File: src/rtl/axis_pkt_decouple_ctrl_pkg.sv
// axis_pkt_decouple_ctrl_pkg: shared defaults and lane state type for the packet-aware decouple controller
package axis_pkt_decouple_ctrl_pkg;
  localparam int AXI_DATA_BITS = 64;
  localparam int N_REGIONS = 2;
  typedef enum logic [1:0] {ST_ACTIVE, ST_DRAIN, ST_DECOUPLED} pkt_dcpl_state_t;
endpackage

File: src/rtl/axis_pkt_decouple_lane.sv
// axis_pkt_decouple_lane: one-lane packet-aware decouple FSM; DECOUPLE_TIMEOUT_EN adds a forced-decouple drain timeout
module axis_pkt_decouple_lane import axis_pkt_decouple_ctrl_pkg::*; #(
  parameter int TIMEOUT_CYCLES = 4096
) (
  input  logic aclk,
  input  logic areset,
  input  logic req,
  input  logic s_tvalid,
  input  logic s_tlast,
  input  logic m_tready,
  output logic s_tready,
  output logic m_tvalid,
  output logic ack,
  output logic timeout_flag
);
  pkt_dcpl_state_t state, next_state;
  logic in_pkt, pass, hs, done, expire;
  if (TIMEOUT_CYCLES < 2) begin : g_bad_timeout
    $error("TIMEOUT_CYCLES must be >= 2");
  end
  assign pass = state == ST_ACTIVE || (state == ST_DRAIN && in_pkt);
  assign m_tvalid = s_tvalid & pass;
  assign s_tready = m_tready & pass;
  assign hs = s_tvalid & m_tready & pass;
  assign done = !in_pkt || (hs && s_tlast);
`ifdef DECOUPLE_TIMEOUT_EN
  localparam int CW = $clog2(TIMEOUT_CYCLES);
  logic [CW-1:0] cnt;
  assign expire = state == ST_DRAIN && cnt == CW'(TIMEOUT_CYCLES - 1);
  always_ff @(posedge aclk)
    if (areset) begin
      cnt <= '0;
      timeout_flag <= 1'b0;
    end else begin
      cnt <= state == ST_DRAIN ? cnt + 1'b1 : '0;
      timeout_flag <= req & (timeout_flag | (expire & !done));
    end
`else
  assign expire = 1'b0;
  assign timeout_flag = 1'b0;
`endif
  always_comb
    next_state = state == ST_ACTIVE ? (req ? ST_DRAIN : ST_ACTIVE) :
                 !req ? ST_ACTIVE :
                 (state == ST_DECOUPLED || done || expire) ? ST_DECOUPLED : ST_DRAIN;
  always_ff @(posedge aclk)
    if (areset) begin
      state <= ST_ACTIVE;
      in_pkt <= 1'b0;
      ack <= 1'b0;
    end else begin
      state <= next_state;
      in_pkt <= (hs ? !s_tlast : in_pkt) & !(expire & req);
      ack <= next_state == ST_DECOUPLED;
    end
endmodule

File: src/rtl/axis_pkt_decouple_ctrl.sv
// axis_pkt_decouple_ctrl: per-lane packet-boundary-aware AXI4S decouple gate; DECOUPLE_TIMEOUT_EN enables drain timeout
module axis_pkt_decouple_ctrl import axis_pkt_decouple_ctrl_pkg::*; #(
  parameter int DATA_BITS = AXI_DATA_BITS,
  parameter int N_ID = N_REGIONS,
  parameter int TIMEOUT_CYCLES = 4096
) (
  input  logic                       aclk,
  input  logic                       areset,
  input  logic [N_ID-1:0]            decouple_req,
  output logic [N_ID-1:0]            decouple_ack,
  output logic [N_ID-1:0]            timeout_flag,
  input  logic [N_ID-1:0]            s_axis_tvalid,
  output logic [N_ID-1:0]            s_axis_tready,
  input  logic [N_ID*DATA_BITS-1:0]  s_axis_tdata,
  input  logic [N_ID*DATA_BITS/8-1:0] s_axis_tkeep,
  input  logic [N_ID-1:0]            s_axis_tlast,
  output logic [N_ID-1:0]            m_axis_tvalid,
  input  logic [N_ID-1:0]            m_axis_tready,
  output logic [N_ID*DATA_BITS-1:0]  m_axis_tdata,
  output logic [N_ID*DATA_BITS/8-1:0] m_axis_tkeep,
  output logic [N_ID-1:0]            m_axis_tlast
);
  assign m_axis_tdata = s_axis_tdata;
  assign m_axis_tkeep = s_axis_tkeep;
  assign m_axis_tlast = s_axis_tlast;
  for (genvar i = 0; i < N_ID; i++) begin : g_lane
    axis_pkt_decouple_lane #(.TIMEOUT_CYCLES(TIMEOUT_CYCLES)) u_lane (
      .aclk(aclk),
      .areset(areset),
      .req(decouple_req[i]),
      .s_tvalid(s_axis_tvalid[i]),
      .s_tlast(s_axis_tlast[i]),
      .m_tready(m_axis_tready[i]),
      .s_tready(s_axis_tready[i]),
      .m_tvalid(m_axis_tvalid[i]),
      .ack(decouple_ack[i]),
      .timeout_flag(timeout_flag[i])
    );
  end
endmodule
File: config.mk
export PLATFORM = sky130hd
export DESIGN_NAME = axis_pkt_decouple_ctrl
export DESIGN_NICKNAME = d
export VERILOG_FILES = /design/src/rtl/axis_pkt_decouple_ctrl_pkg.sv /design/src/rtl/axis_pkt_decouple_lane.sv /design/src/rtl/axis_pkt_decouple_ctrl.sv
export SDC_FILE = /design/constraint.sdc
export NUM_CORES = 1
export LEC_CHECK = 0
export ABC_AREA = 1
export CAP_MARGIN = 5
export CORE_AREA = 2 2 119 121
export CTS_BUF_LIST = sky130_fd_sc_hd__clkbuf_16
export CTS_CLUSTER_SIZE = 10
export DETAILED_ROUTE_END_ITERATION = 6
export DIE_AREA = 0 0 121 123
export PLACE_DENSITY = 0.58
export SLEW_MARGIN = 20
export SYNTH_ARGS = -nofsm -noshare
export SYNTH_HDL_FRONTEND = slang
export SYNTH_HIERARCHICAL = 1
export SYNTH_SLANG_ARGS = --single-unit
File: constraint.sdc
create_clock -name aclk -period 2.5 [get_ports aclk]
set_input_delay 0.75 -clock aclk [delete_from_list [all_inputs] [get_ports aclk]]
set_output_delay 0.75 -clock aclk [all_outputs]
set_load 0.01 [all_outputs]
Yosys cells after proc, flatten, opt, wreduce, memory -nomap -nowiden
Index checks and enable logic that the tools add are counted.
{ "word_totals": {"inputBits": 154, "ff_bits": 8, "output_inout_bits": 154} }
{ "classes": {"reduce_logical": 16, "mux": 8, "bitwise": 8, "n_eq_ne": 6} }
{ "op_table": {"columns": ["cell", "n"], "rows": [
  ["$mux W2", 6],
  ["$and A1 B1 Y1", 8],
  ["$eq A2 B2 Y1 const B", 4],
  ["$logic_or A1 B1 Y1", 6],
  ["$eq A2 B1 Y1 const B", 2],
  ["$logic_and A1 B1 Y1", 4],
  ["$logic_not A1 Y1", 4],
  ["$logic_not A2 Y1", 2],
  ["$mux W1", 2]
]} }

Logic depth before layout (Yosys ltp)
Gate-level depths: netlist (run 1).
{ "depth": {"ltp_word": 11, "ltp_mapped": 6} }

Hierarchy
Netlist (run 1), hierarchy kept.
{ "by_module_without_submodules": {"columns": ["module", "area_per_inst_um2", "seq_area_each_um2", "instances", "cells_per_inst"], "rows": [
  ["axis_pkt_decouple_ctrl", 1096.1, 0.0, 1, 146],
  ["axis_pkt_decouple_lane", 224.0, 80.1, 2, 35]
]} }

Worst setup path before layout (run 1)
No wires, ideal clock.
{ "synth_timing": {"path_kind": "input -> output", "startpoint": "in s_axis_tvalid[0]", "endpoint": "out m_axis_tvalid[0]", "arrival_time_ns": 0.941, "setup_slack_ns": 0.809, "n_path_buf": 0, "cell_stages": 2, "cell_sequence": "inv_1 nor2_1"} }
{ "synth_between": {"elab_chain_len": 1} }
{ "synth_lines": {"columns": ["element", "line", "rtl"], "rows": [
  ["start, declared", "axis_pkt_decouple_ctrl.sv:12", "input logic [N_ID-1:0] s_axis_tvalid,"],
  ["$and A1 B1 Y1", "axis_pkt_decouple_lane.sv:22", "assign m_tvalid = s_tvalid & pass;"],
  ["end, declared", "axis_pkt_decouple_ctrl.sv:17", "output logic [N_ID-1:0] m_axis_tvalid,"]
]} }
No other way between the ends.

Worst setup path after layout (run 1)
{ "layout_timing": {"startpoint": "in s_axis_tvalid[1]", "endpoint": "out m_axis_tvalid[1]"} }
The elaborated chain is that of the path after synthesis.

==> results of run 1 <==
sequential cells by signal, summed over array words and instances (netlist names):
signal	cells
g_lane.u_lane/state	4
g_lane.u_lane/ack	2
g_lane.u_lane/in_pkt	2
critical path, delay by kind of cell:
family	cells	cell delay, ps
buffers and inverters	3	780
and+or+nand+nor	1	120
metal layers:
layer / GRT usage, % / vias to the layer above / wire [um]
li1: - / 244 / -
met1: 2.89 / 227 / 839
met2: 5.37 / 102 / 1330
met3: 6.41 / 102 / 1190
met4: 11.3 / 2 / 837
met5: 1.74 / - / 38
cells in the final DEF (no fill, tap or decap), types with 3 or more instances in the layout:
cell             synthesis  final
buf_4                  148      3
clkdlybuf4s50_1          0     11
nand2_1                 14     14
dlygate4sd2_1            0      4
dfxtp_1                  8      8
clkbuf_16                0      3
inv_1                   14     14
nor2_1                  12     12
synth_stat cells:
cell type  instances  area share [%]
dfxtp_1            8              10
o21ai_0            2            0.65
nand2_1           14             3.4
buf_4            148              72
clkinv_1           2            0.49
nor2_1            12             2.9
nand4_1            2            0.81
conb_1             2            0.49
a21oi_2            2             1.1
a21oi_1            2            0.65
nand4_2            2             1.6
or2_1              2            0.81
inv_1             14             3.4
inv_2              2            0.49
nand2_2            2            0.81
cells by family after synthesis:
kind of cell / Yosys count / synth area share, %
other cells: 2 / 0.486
simple gates: 34 / 10.4
compound gates: 6 / 2.43
flops: 8 / 10.4
buf+inv: 166 / 76.3
worst paths after layout:
path,startpoint,to,depth (start not counted)
setup / recovery,s_axis_tvalid[1],m_axis_tvalid[1],4
hold / removal,g_lane[1].u_lane/in_pkt$_SDFFE_PP0N_,g_lane[1].u_lane/in_pkt$_SDFFE_PP0N_,2
setup reg to reg,g_lane[1].u_lane/in_pkt$_SDFFE_PP0N_,g_lane[1].u_lane/state[0]$_SDFF_PP0_,5
hold reg to reg,g_lane[1].u_lane/in_pkt$_SDFFE_PP0N_,g_lane[1].u_lane/in_pkt$_SDFFE_PP0N_,2
metrics by stage:
| stage | power, uW | utilization [%] | area [sq um] | setup slack, ps | TNS [ps] |
|---|---|---|---|---|---|
| global route | 515 | 6.73 | 916 | 12.6 | 0 |
| global placement | 229 | 6.25 | 851 | -249 | -853 |
| detailed placement | 230 | 6.25 | 851 | -241 | -839 |
| floorplan | 424 | - | 1540 | 809 | 0 |
| CTS | 495 | 6.75 | 918 | 36.2 | 0 |
| finish | 485 | 6.73 | 916 | 98.9 | 0 |
what timing repair did:
item                       4_1_cts  5_1_grt
gates resized for setup          6        3
setup endpoints to repair        6        2
gates cloned                     0        0
power by group through the flow:
stage | sequential, uW | clock (uW) | combinational, uW
2_1_floorplan | 144 | 0 | 280
3_3_place_gp | 144 | 0 | 84.8
3_5_place_dp | 144 | 0 | 85.6
4_1_cts | 143 | 272 | 80.5
5_1_grt | 143 | 282 | 88.6
6_report | 142 | 265 | 77.4
layout make-up:
cell class	instances	area share, %
repair buffers	20	19.9
multi-input cells	42	22.4
clock buffers	3	8.20
inverters	18	7.38
flip-flops and latches	8	17.5
well taps	180	24.6
==> metrics.cfg, run 1 <==
[floorplanning]
io_pins = 308
start_util_pct = 11.3
coreArea_sq_mm = 0.0136
rows = 43
die_width_um = 121
die-area_sq_mm = 0.0149
die_h_um = 123

[cells_and_area]
multi_input_area_sq_um = 205
fillers = 1592
num_antenna_cells = 0
drive_gt1_share_pct = 16.5
register_area_sq_um = 160
instances_no_fill = 271
synthToLayoutAreaGrowth_pct = -40.7
nets = 247

[grt]
grt_pass1_vias = 726
antenna_found_initial = 0
track_usage_pct = 5.42
grt_pass1_wl_um = 5290
overflow = 0
grt_max_degree = 7

[timing]
fin_crit_sh_pct = 96.0
rsz0062_at_grt = no
hold_viol_final = 0
finalCriticalPeriod_ps = 2400
holdWs_ps = 525
fmax_ghz = 0.416
finalSetupViolCount = 0
finalMaxSlewViolations = 0
worst_clock_skew_ps = 0.316

[job]
cap_violations = 0

[power_and_ir_drop]
power_density_mw_per_mm2 = 530
clkPwrFrac_pct = 54.7
leakagePower_uw = 0.000359
pwr-share-comb_pct = 15.9
p_sw_uw = 105
switching_share_pct = 21.7
pwr-share-seq_pct = 29.3
internal_power_uw = 380
ir_worst_vdd_mv = 0.170

[logic_synthesis]
syn_area_per_cell_sq_um = 7.15
ys_seq_area_share_pct = 10.4
syn_inst = 216
yosys_warnings = 6
syn-num-nets = 370
ys_types = 15
ys_ff_latch = 8
syn_area_sq_mm = 0.00154

[setup_path]
end_kind = output pin
crit_chain = clkdlybuf4s50_1 -> inv_1 -> nor2_1 -> clkdlybuf4s15_1
path_class = in2out
worst_ep_arrival_time_ps = 1650
critPathSlowestCell = clkdlybuf4s50_1
critPathMaxStageDelay_ps = 480
critPathRequiredTime_ps = 1750
worst-path-max-fanout = 2
r2r_setup_slack_ps = 1610
crit_path_start_kind = primary input

[place]
place.gp.congestion = 0.608
numPortBuffers = 17
dpl.hpwl_um = 3640
placedCellCount = 268

[clock_network]
cts-buffers-inserted = 3
clk_pin_slew_ps = 40
postCtsSetupRepairBufs = 0
clock_latency_ps = 230
cts_root_buf = clkbuf_16
numClockSinks = 8
cts_buffer_depth = 2
cts_tree = built
htreeDepth = 1
cts_hold_buf = 0

[route]
finalWirelength_um = 4230
wire_per_inst_um = 15.6
drcViolationCount = 0
first_iter_violations = 18
drtAntennaViolNets = 0
dr.pass1.iters = 3
via_per_inst = 2.50
vias = 677

[worst_hold_path]
hp-class = reg2reg

[run_status]
status = complete, no violations

(Power assumes the default switching activity.)
==> inputs of run 2 (changes only) <==
- CORE_AREA: 2 2 119 121 -> 10 10 111 113
- PLACE_DENSITY: 0.58 -> 0.72
==> metrics.cfg, run 2 (synthesized netlist as in run 1, its figures left out) <==
[timing]
worst_clock_skew_ps = 0.204
fmax_ghz = 0.417
rsz0062_at_grt = no
finalCriticalPeriod_ps = 2400
fin_crit_sh_pct = 96.0
finalSetupViolCount = 0
hold_viol_final = 0
finalMaxSlewViolations = 0
holdWs_ps = 538
fin_ws_ps = 101

[cells_and_area]
layout_common_cells = 14 x inv_1, 14 x nand2_1, 12 x nor2_1, 11 x clkdlybuf4s50_1, 8 x dfxtp_1
instances_no_fill = 227
top_register = g_lane.u_lane/state
nets = 247
reg_top3 = g_lane.u_lane/state: 4 flops, g_lane.u_lane/ack: 2 flops, g_lane.u_lane/in_pkt: 2 flops
synthToLayoutAreaGrowth_pct = -44.1
num_antenna_cells = 0
largest_register_ffs = 4
drive_gt1_share_pct = 15.4
post-route-util_pct = 8.52

[setup_path]
rr_startpoint = g_lane[0].u_lane/in_pkt$_SDFFE_PP0N_
cp-endpoint = m_axis_tvalid[1]
cp-startpoint = s_axis_tvalid[1]
critPathRequiredTime_ps = 1750
crit_path_start_kind = primary input
worst_ep_arrival_time_ps = 1650
ff2ff_path_depth = 5
r2r-end = g_lane[0].u_lane/state[0]$_SDFF_PP0_
worst-path-max-fanout = 2
path_class = in2out
end_kind = output pin
r2r_setup_slack_ps = 1600

[route]
drcViolationCount = 0
dr.pass1.iters = 4
routed.top_layer = met4
wl_met1_um = 598
wire_per_inst_um = 17.5
via_per_inst = 2.96
finalWirelength_um = 3980
wl_met3_um = 1330
dr_wl_met2_um = 1510
first_iter_violations = 23
drtAntennaViolNets = 0
vias = 673

[job]
cap_violations = 0

[worst_hold_path]
hp-class = reg2reg

[clock_network]
clock_latency_ps = 230
cts_tree = built
cts_hold_buf = 0
cts-buffers-inserted = 3
cts_root_buf = clkbuf_16
clk_pin_slew_ps = 40
numClockSinks = 8
cts_buffer_depth = 2
htreeDepth = 1

[power_and_ir_drop]
ir_worst_vdd_mv = 0.171
power_density_mw_per_mm2 = 560
leakagePower_uw = 0.000362

[floorplanning]
rows = 37
start_util_pct = 15.2
die_h_um = 123
io_pins = 308
coreArea_sq_mm = 0.0101
die_width_um = 121
die-area_sq_mm = 0.0149

[grt]
grt_pass1_vias = 758
grt_max_degree = 7
grt_pass1_wl_um = 5170
antenna_found_initial = 0
overflow = 0
track_usage_pct = 4.73

[place]
numPortBuffers = 17
place.gp.congestion = 0.677
dpl.hpwl_um = 3510
placedCellCount = 224
dp_slack_ps = -190

[run_status]
status = complete, no violations

[run 2: changes by cell type in the layout (fill, tap and decap cells not counted)]
| cell | change |
|---|---|
| clkbuf_2 | -1 |
| clkdlybuf4s15_1 | -1 |
| dlygate4sd2_1 | +2 |
[run 2: final cells by class]
| type | instances | area, sq um |
|---|---|---|
| fill | 1193 | 9280 |
| multi-input combinational | 42 | 205 |
| timing repair buffer | 20 | 185 |
| tap | 136 | 170 |
| sequential | 8 | 160 |
| clock buffer | 3 | 75.1 |
| inverter | 18 | 67.6 |
[run 2: worst min-delay path by stage]
stage | startpoint | end | slack (ps) | cells past startpoint
6_report | g_lane[0].u_lane/in_pkt$_SDFFE_PP0N_ | g_lane[0].u_lane/in_pkt$_SDFFE_PP0N_ | 540 | 2
5_1_grt | g_lane[1].u_lane/in_pkt$_SDFFE_PP0N_ | g_lane[1].u_lane/in_pkt$_SDFFE_PP0N_ | 570 | 2
4_1_cts | g_lane[0].u_lane/in_pkt$_SDFFE_PP0N_ | g_lane[0].u_lane/in_pkt$_SDFFE_PP0N_ | 540 | 2
3_5_place_dp | g_lane[0].u_lane/in_pkt$_SDFFE_PP0N_ | g_lane[0].u_lane/in_pkt$_SDFFE_PP0N_ | 530 | 2
3_3_place_gp | g_lane[0].u_lane/in_pkt$_SDFFE_PP0N_ | g_lane[0].u_lane/in_pkt$_SDFFE_PP0N_ | 510 | 2
2_1_floorplan | g_lane[0].u_lane/in_pkt$_SDFFE_PP0N_ | g_lane[0].u_lane/in_pkt$_SDFFE_PP0N_ | 490 | 2
[run 2: critical path: stages]
cell and delay, ps:
clkdlybuf4s50_1 490, inv_1 50, nor2_1 80, dlygate4sd2_1 280
[run 2: report_power, final]
group	leakage (uW)	internal (uW)	switching, uW	total [uW]
sequential	0.0000656	135	7.06	142
clock	0.0000370	206	59.5	265
combinational	0.000259	38.7	37.3	76.0
[run 2: per-stage QoR]
step | instance area, sq um | power (uW) | setup TNS, ps
after floorplan | 1540 | 424 | 0
after global placement | 796 | 225 | -665
after detailed placement | 796 | 227 | -772
after CTS | 863 | 493 | 0
after global routing | 863 | 512 | 0
final | 863 | 484 | 0
[run 2: timing repair]
item,CTS,global route
endpoints found under the setup margin,6,0
resized for setup,6,0
buffers inserted,0,0
[run 2: layer usage]
| metal | global-route usage, % | vias to the layer above |
|---|---|---|
| li1 | - | 243 |
| met1 | 1.93 | 247 |
| met2 | 5.61 | 121 |
| met3 | 6.93 | 62 |
| met4 | 7.84 | 0 |
| met5 | 1.32 | - |
==> inputs of run 3 (changes only) <==
==> constraint.sdc (replaced) <==
create_clock -name aclk -period 2.5 [get_ports aclk]
set_input_delay 0.375 -clock aclk [delete_from_list [all_inputs] [get_ports aclk]]
set_output_delay 0.375 -clock aclk [all_outputs]
set_load 0.01 [all_outputs]
==> metrics.cfg, run 3 (synthesized netlist as in run 1, its figures left out) <==
[setup_path]
end_kind = output pin
path_class = in2out
crit_chain = clkdlybuf4s50_1 -> inv_1 -> nor2_1 -> clkdlybuf4s50_1
worst_ep_arrival_time_ps = 1530
critPathRequiredTime_ps = 2120
critPathMostFrequentCell = clkdlybuf4s50_1
critPathMaxStageDelay_ps = 540
crit_path_start_kind = primary input
worst-path-max-fanout = 2
critPathSlowestCell = clkdlybuf4s50_1

[timing]
fmax_ghz = 0.524
rsz0062_at_grt = no
holdWs_ps = 526
fin_crit_sh_pct = 76.3
finalCriticalPeriod_ps = 1910
setup_tns_ps = 0
worst_clock_skew_ps = 0.158
finalSetupViolCount = 0
hold_viol_final = 0
finalMaxSlewViolations = 0

[grt]
grt_max_degree = 7
track_usage_pct = 4.68
grt_pass1_wl_um = 5010
grt_pass1_vias = 720
antenna_found_initial = 0
overflow = 0

[floorplanning]
die_width_um = 121
coreArea_sq_mm = 0.0101
die_h_um = 123
io_pins = 308
start_util_pct = 15.2
die-area_sq_mm = 0.0149
rows = 37

[clock_network]
clk_pin_slew_ps = 40
cts_buffer_depth = 2
cts-buffers-inserted = 3
cts_root_buf = clkbuf_16
htreeDepth = 1
clock_latency_ps = 230
postCtsSetupRepairBufs = 0
cts_hold_buf = 0
numClockSinks = 8
cts_tree = built
ctsResizeCount = 0

[cells_and_area]
layout_commonest_cell = clkdlybuf4s50_1
post-route-util_pct = 8.37
synthToLayoutAreaGrowth_pct = -45.1
layout_common_cells = 17 x clkdlybuf4s50_1, 14 x inv_1, 14 x nand2_1, 12 x nor2_1, 8 x dfxtp_1
nets = 244
instances_no_fill = 224
drive_gt1_share_pct = 12.5
largest_register_ffs = 4
final_area_sq_um = 848
num_antenna_cells = 0
top_register = g_lane.u_lane/state
reg_top3 = g_lane.u_lane/state: 4 flops, g_lane.u_lane/ack: 2 flops, g_lane.u_lane/in_pkt: 2 flops

[place]
dpl.hpwl_um = 3490
placedCellCount = 221
numPortBuffers = 17
post_dp_cell_area_sq_um = 773
place.gp.congestion = 0.695

[route]
wire_per_inst_um = 17.7
drcViolationCount = 0
wl_met3_um = 1350
via_per_inst = 2.94
dr.pass1.iters = 2
first_iter_violations = 19
vias = 658
drtAntennaViolNets = 0
routed.top_layer = met4
wl_met1_um = 580
dr_wl_met2_um = 1490
finalWirelength_um = 3970

[worst_hold_path]
hp-class = reg2reg

[power_and_ir_drop]
power_density_mw_per_mm2 = 576
leakagePower_uw = 0.000336
ir_worst_vdd_mv = 0.166

[run_status]
status = complete, no violations

[job]
cap_violations = 0

==> run 3: changes by cell type in the layout (fill, tap and decap cells not counted) <==
| cell | change |
|---|---|
| clkdlybuf4s50_1 | +6 |
| dlygate4sd2_1 | -6 |
| buf_4 | -3 |
==> run 3: per-layer routing <==
| layer | track usage (%) | vias up |
|---|---|---|
| met5 | 1.32 | - |
| met4 | 7.84 | 0 |
| met3 | 7.16 | 64 |
| met2 | 5.58 | 123 |
| met1 | 1.70 | 235 |
| li1 | - | 236 |
==> run 3: final cells by class <==
type / count / area (sq um)
timing repair buffer: 17 / 170
inverter: 18 / 67.6
multi-input combinational: 42 / 205
clock buffer: 3 / 75.1
sequential: 8 / 160
tap: 136 / 170
fill: 1180 / 9290
==> run 3: power by group <==
group          switching [uW]  internal [uW]  total, uW
Clock                    61.9            206        268
Sequential               6.92            135        142
Combinational            37.2           41.1       78.3
==> run 3: metrics by stage <==
| step | power (uW) | setup WS, ps |
|---|---|---|
| final | 489 | 592 |
| after global routing | 511 | 493 |
| after CTS | 498 | 574 |
| after detailed placement | 224 | 577 |
| after global placement | 221 | 598 |
| after floorplan | 424 | 1370 |
==> run 3: path summary, 6_finish.rpt <==
path | cells after the start | startpoint | endpoint | slack (ps)
max | 4 | s_axis_tvalid[1] | m_axis_tvalid[1] | 590
min | 2 | g_lane[1].u_lane/in_pkt$_SDFFE_PP0N_ | g_lane[1].u_lane/in_pkt$_SDFFE_PP0N_ | 530
max reg2reg | 5 | g_lane[0].u_lane/state[0]$_SDFF_PP0_ | g_lane[0].u_lane/ack$_SDFF_PP0_ | 1590
min reg2reg | 2 | g_lane[1].u_lane/in_pkt$_SDFFE_PP0N_ | g_lane[1].u_lane/in_pkt$_SDFFE_PP0N_ | 530
==> run 3: worst max-delay path, delay by kind of cell <==
family	cells	cell delay, ps
and+or+nand+nor	1	90
buffers and inverters	3	1070
